[src/rtl/controller.sv]
// Decode/condition unit for the single-cycle ARM-subset datapath; NZCV flags are held here.
// Define CONTROLLER_CMP_EN to decode cmd 1010 with S=1 as CMP (subtract, set flags, no write).
module controller (
  input  logic        clk,
  input  logic        reset,
  input  logic [31:0] Instr,
  input  logic [3:0]  ALUFlags,
  output logic [1:0]  RegSrc,
  output logic        RegWrite,
  output logic [1:0]  ImmSrc,
  output logic        ALUSrc,
  output logic [1:0]  ALUControl,
  output logic        MemWrite,
  output logic        MemtoReg,
  output logic        PCSrc
);

  typedef struct packed {
    logic       branch;
    logic       mem_to_reg;
    logic       mem_w;
    logic       alu_src;
    logic [1:0] imm_src;
    logic       reg_w;
    logic [1:0] reg_src;
    logic       alu_op;
  } main_dec_t;

  logic [3:0] cond;
  logic [1:0] op;
  logic [5:0] funct;
  logic [3:0] rd;
  logic [3:0] cmd;
  logic       s_bit;

  main_dec_t  md;
  logic [1:0] alu_ctl;
  logic [1:0] flag_w;
  logic       no_write;
  logic       reg_w;
  logic       pcs;
  logic       cond_ex;

  logic [1:0] nz_q;
  logic [1:0] cv_q;
  logic       n, z, c, v;

  assign cond  = Instr[31:28];
  assign op    = Instr[27:26];
  assign funct = Instr[25:20];
  assign rd    = Instr[15:12];
  assign cmd   = funct[4:1];
  assign s_bit = funct[0];

  logic unused_instr;
  assign unused_instr = ^{Instr[19:16], Instr[11:0]};

  // Main decode; unused encodings drive all zeros.
  always_comb begin
    md = '0;
    unique case (op)
      2'b00: begin
        md.alu_src = funct[5];
        md.reg_w   = 1'b1;
        md.alu_op  = 1'b1;
      end
      2'b01: begin
        md.alu_src = 1'b1;
        md.imm_src = 2'b01;
        if (funct[0]) begin
          md.mem_to_reg = 1'b1;
          md.reg_w      = 1'b1;
        end else begin
          md.mem_w   = 1'b1;
          md.reg_src = 2'b10;
        end
      end
      2'b10: begin
        md.branch  = 1'b1;
        md.alu_src = 1'b1;
        md.imm_src = 2'b10;
        md.reg_src = 2'b01;
      end
      default: md = '0;
    endcase
  end

  // ALU decode; unsupported commands fall back to ADD without touching flags.
  always_comb begin
    alu_ctl  = 2'b00;
    flag_w   = 2'b00;
    no_write = 1'b0;
    if (md.alu_op) begin
      case (cmd)
        4'b0100: begin alu_ctl = 2'b00; flag_w = {s_bit, s_bit}; end
        4'b0010: begin alu_ctl = 2'b01; flag_w = {s_bit, s_bit}; end
        4'b0000: begin alu_ctl = 2'b10; flag_w = {s_bit, 1'b0};  end
        4'b1100: begin alu_ctl = 2'b11; flag_w = {s_bit, 1'b0};  end
`ifdef CONTROLLER_CMP_EN
        4'b1010: begin
          if (s_bit) begin
            alu_ctl  = 2'b01;
            flag_w   = 2'b11;
            no_write = 1'b1;
          end
        end
`endif
        default: begin alu_ctl = 2'b00; flag_w = 2'b00; end
      endcase
    end
  end

  assign reg_w = md.reg_w & ~no_write;
  assign pcs   = md.branch | (reg_w & (rd == 4'hF));

  assign n = nz_q[1];
  assign z = nz_q[0];
  assign c = cv_q[1];
  assign v = cv_q[0];

  always_comb begin
    cond_ex = 1'b0;
    unique case (cond)
      4'h0: cond_ex = z;
      4'h1: cond_ex = ~z;
      4'h2: cond_ex = c;
      4'h3: cond_ex = ~c;
      4'h4: cond_ex = n;
      4'h5: cond_ex = ~n;
      4'h6: cond_ex = v;
      4'h7: cond_ex = ~v;
      4'h8: cond_ex = c & ~z;
      4'h9: cond_ex = ~c | z;
      4'hA: cond_ex = (n == v);
      4'hB: cond_ex = (n != v);
      4'hC: cond_ex = ~z & (n == v);
      4'hD: cond_ex = z | (n != v);
      4'hE: cond_ex = 1'b1;
      default: cond_ex = 1'b0;
    endcase
  end

  // Condition uses the flags before this edge; new values appear next cycle.
  always_ff @(posedge clk or negedge reset) begin
    if (!reset) begin
      nz_q <= 2'b00;
      cv_q <= 2'b00;
    end else begin
      if (flag_w[1] & cond_ex) nz_q <= ALUFlags[3:2];
      if (flag_w[0] & cond_ex) cv_q <= ALUFlags[1:0];
    end
  end

  assign RegSrc     = md.reg_src;
  assign ImmSrc     = md.imm_src;
  assign ALUSrc     = md.alu_src;
  assign ALUControl = alu_ctl;
  assign MemtoReg   = md.mem_to_reg;
  assign RegWrite   = reg_w & cond_ex;
  assign MemWrite   = md.mem_w & cond_ex;
  assign PCSrc      = pcs & cond_ex;

endmodule

[config.mk]
export PLATFORM = sky130hd
export DESIGN_NAME = controller
export DESIGN_NICKNAME = d
export VERILOG_FILES = /design/src/rtl/controller.sv
export SDC_FILE = /design/constraint.sdc
export NUM_CORES = 1
export LEC_CHECK = 0
export CAP_MARGIN = 20
export CORE_MARGIN = 2
export CORE_UTILIZATION = 27
export CTS_CLUSTER_DIAMETER = 80
export CTS_CLUSTER_SIZE = 40
export DETAILED_ROUTE_END_ITERATION = 16
export PLACE_DENSITY_LB_ADDON = 0.05
export SYNTH_ARGS = -nofsm -noshare
export SYNTH_HDL_FRONTEND = slang
export SYNTH_SLANG_ARGS = --single-unit
[constraint.sdc]
create_clock -name clk -period 2.1 [get_ports clk]
set_clock_uncertainty 0.15 [all_clocks]
set_input_delay 0.63 -clock clk [delete_from_list [all_inputs] [get_ports clk]]
set_output_delay 0.63 -clock clk [all_outputs]
set_load 0.01 [all_outputs]
==> results of run 1 <==
metal layers:
metal | routed length (um) | up-vias
met5 | 0 | -
met1 | 796 | 319
li1 | - | 356
met2 | 864 | 23
met3 | 97 | 2
met4 | 16 | 0
synth_stat cells (all sizes together) (2+ instances only):
| cell | instances |
|---|---|
| a21oi | 2 |
| a31oi | 2 |
| dfrtp | 4 |
| ha | 5 |
| inv | 4 |
| mux2 | 4 |
| mux2i | 2 |
| nand2 | 3 |
| nand2b | 2 |
| nand3b | 2 |
| nor2 | 12 |
| nor2b | 4 |
| o31ai | 2 |
| xnor2 | 2 |
| xor2 | 3 |
path summary, 6_finish.rpt:
kind | endpoint | depth (start not counted) | start | slack [ps]
max | MemWrite | 8 | Instr[29] | -470
min | cv_q[1]$_DFFE_PN0P_ | 1 | cv_q[1]$_DFFE_PN0P_ | 410
max reg2reg | cv_q[0]$_DFFE_PN0P_ | 7 | cv_q[0]$_DFFE_PN0P_ | 70
min reg2reg | cv_q[1]$_DFFE_PN0P_ | 1 | cv_q[1]$_DFFE_PN0P_ | 410
max in group asynchronous | nz_q[0]$_DFFE_PN0P_ | 1 | reset | 1190
min in group asynchronous | cv_q[0]$_DFFE_PN0P_ | 1 | reset | 450
power groups by stage:
stage | Sequential, mW | Combinational [mW] | Clock, mW
after floorplan | 0.102 | 0.0933 | 0
after global placement | 0.103 | 0.215 | 0
after detailed placement | 0.103 | 0.215 | 0
after CTS | 0.105 | 0.249 | 0.0998
after global routing | 0.109 | 0.304 | 0.106
final | 0.106 | 0.282 | 0.0945
timing repair:
item	in CTS	in global routing
pin swaps	12	10
gates resized for setup	107	30
buffers inserted	8	3
endpoints found under the setup margin	15	12
state kept, by name (all words and copies together) (netlist names):
name	flops
cv_q	2
nz_q	2
cell families after synthesis:
group	after synthesis	synth area share
compound gates	10	0.1368
flops	4	0.1887
xor+xnor	5	0.08256
buf+inv	6	0.05187
mux	6	0.1226
simple gates	30	0.2995
fa+ha+maj	5	0.1179
final cells by class:
| type | count | area (sq um) |
|---|---|---|
| well taps | 27 | 33.78 |
| flip-flops and latches | 4 | 100.1 |
| inverters | 4 | 20.02 |
| clock buffers | 3 | 22.52 |
| fillers | 155 | 618.1 |
| multi-input cells | 56 | 588.1 |
| repair buffers | 63 | 519.2 |
worst reg2reg max path: stages, from the launching register on:
cell and delay [ps]:
dfrtp_1 400, xor2_2 260, and4_1 240, o31ai_2 70
buf_4 130, buf_4 140, a31oi_4 180, mux2_1 340
metrics by stage:
stage	total power, mW	worst slack, ps	setup TNS [ps]	hold WS (ps)
6_report	0.4829	-471.7	-1306	407.5
3_5_place_dp	0.3185	-1212	-12600	354.5
3_3_place_gp	0.3177	-1182	-12590	351.3
5_1_grt	0.5187	-553.1	-1611	427.6
2_1_floorplan	0.1957	-176.8	-524.9	184.4
4_1_cts	0.4535	-481.8	-1481	362.5
==> results.toml, run 1 <==
[status]
status = "complete, but fails checks"
failed_checks = "setup timing"

[setup_path]
worstPathCellList = "buf_2 -> mux2i_2 -> xnor2_1 -> a32oi_1 -> and3_4 -> buf_6 -> nor2b_2 -> buf_2"
slowest_delay_ps = 240
critPathRequiredTime_ps = 1320
crit_fanout = 2
critPathLaunchType = "input pin"
path_common_cell = "buf_2"
path_class = "in2out"
timing.critical_path.buf_inv = 3
cp.arrival_ps = 1790
cp-end-kind = "output pin"
critPathTopFamily = "buffers and inverters"
crit_slowest_cell = "and3_4"

[detailed_routing]
drc = 0
drt_wl_total_um = 1774
wl_per_cell_um = 11.30
first_iter_violations = 7
via_count = 700
postRouteAntennaNets = 0
viasPerCell = 4.459
drt_first_pass_iters = 4

[synth]
ys.flop_type = "dfrtp_1"
synth_cell_type_count = 29
syn_inst = 66
synth_nets = 109
ys_seq_area_frac = 0.1887
synth_top_area_frac = 0.1887
yosys.area.top_type = "dfrtp_1"
synth_edf_count = 0
synth_warnings = 0
synthArstFlopShare = 1.000
synth_seq_cells = 4
synthTopCellsByArea = "dfrtp_1 19%, ha_1 12%, mux2_1 8.5%"
postSynthAreaPerCell_sq_um = 8.038
synth_area_sq_um = 530.5

[cells_and_area]
layout_commonest_cell = "buf_4"
stdcell_area_sq_um = 1284
syn_to_final_growth_pct = 142.0
final_util = 0.6750
layout-drive-gt1-share = 0.6615
fin_cells = 157
mostFrequentLayoutCells = "28 x buf_4, 11 x buf_6, 10 x buf_2"
diodes = 0
nNetsFinal = 175

[place]
place_congestion = 0.8055
port_buffers = 32
dpl.hpwl_um = 1185
post-place-cells = 145
placed_cell_area_sq_um = 1054

[power_and_ir_drop]
p_leak_nw = 0.5877
swShare = 0.3315
p_comb_frac = 0.584
power_frac_clock = 0.196
switchingPower_uw = 160.1
power_density_nw_per_um2 = 376.2
seqPwrFrac = 0.220
max-vdd-ir-drop_v = 0.0003853
p_int_uw = 322.8

[global_route]
grt_usage = 0.1591
grt_pass1_wl_um = 3015
grtUsageMet2 = 0.2569
grt_max_degree = 9
met1_usage = 0.2042
antenna_found_initial = 0
grt_remaining_overflow = 0
use_met3 = 0.04938
grt-busiest-layer = "met2"
grt_pass1_vias = 717

[cts]
cts_hold_buf = 0
cts_tree = "built"
clk_root_buffer_cell = "clkbuf_4"
cts_buffer_depth = 2
cts.clk_slew.worst_paths_ps = 40
h-tree-depth = 1
numCtsBuffers = 3
clk-insertion-delay-late_ps = 230
cts.sinks = 4

[die]
die_y_um = 48.33
initial_core_util = 0.2789
coreArea_sq_um = 1902
num_io_pins = 49
die_w_um = 48.33
num_rows = 16
fp.dieArea_sq_um = 2335

[sta]
maxSlewViolCount = 0
maxClockFrequency_mhz = 388.8
worstMarginPinSlew_ps = 237.6
fin_ws_ps = -471.7
rsz0062_at_grt = "yes"
setup-violations-final = 3
fin_crit_sh = 1.225
period_minus_slack_ps = 2572
finalHoldViolCount = 0
max-slew-margin-rel = 0.8416

[hold_path]
hold_class = "reg2reg"

[run]
maxCapViolCount = 0
(Power assumes the default switching activity.)
==> inputs of run 2 (changes only) <==
--- a/config.mk
+++ b/config.mk
@@ -9,7 +9,6 @@
 export CORE_MARGIN = 2
 export CORE_UTILIZATION = 27
 export CTS_CLUSTER_DIAMETER = 80
-export CTS_CLUSTER_SIZE = 40
 export DETAILED_ROUTE_END_ITERATION = 16
 export PLACE_DENSITY_LB_ADDON = 0.05
 export SYNTH_ARGS = -nofsm -noshare
==> results of run 2 <==
The final DEF is identical to that of run 1; final timing and power are the same.
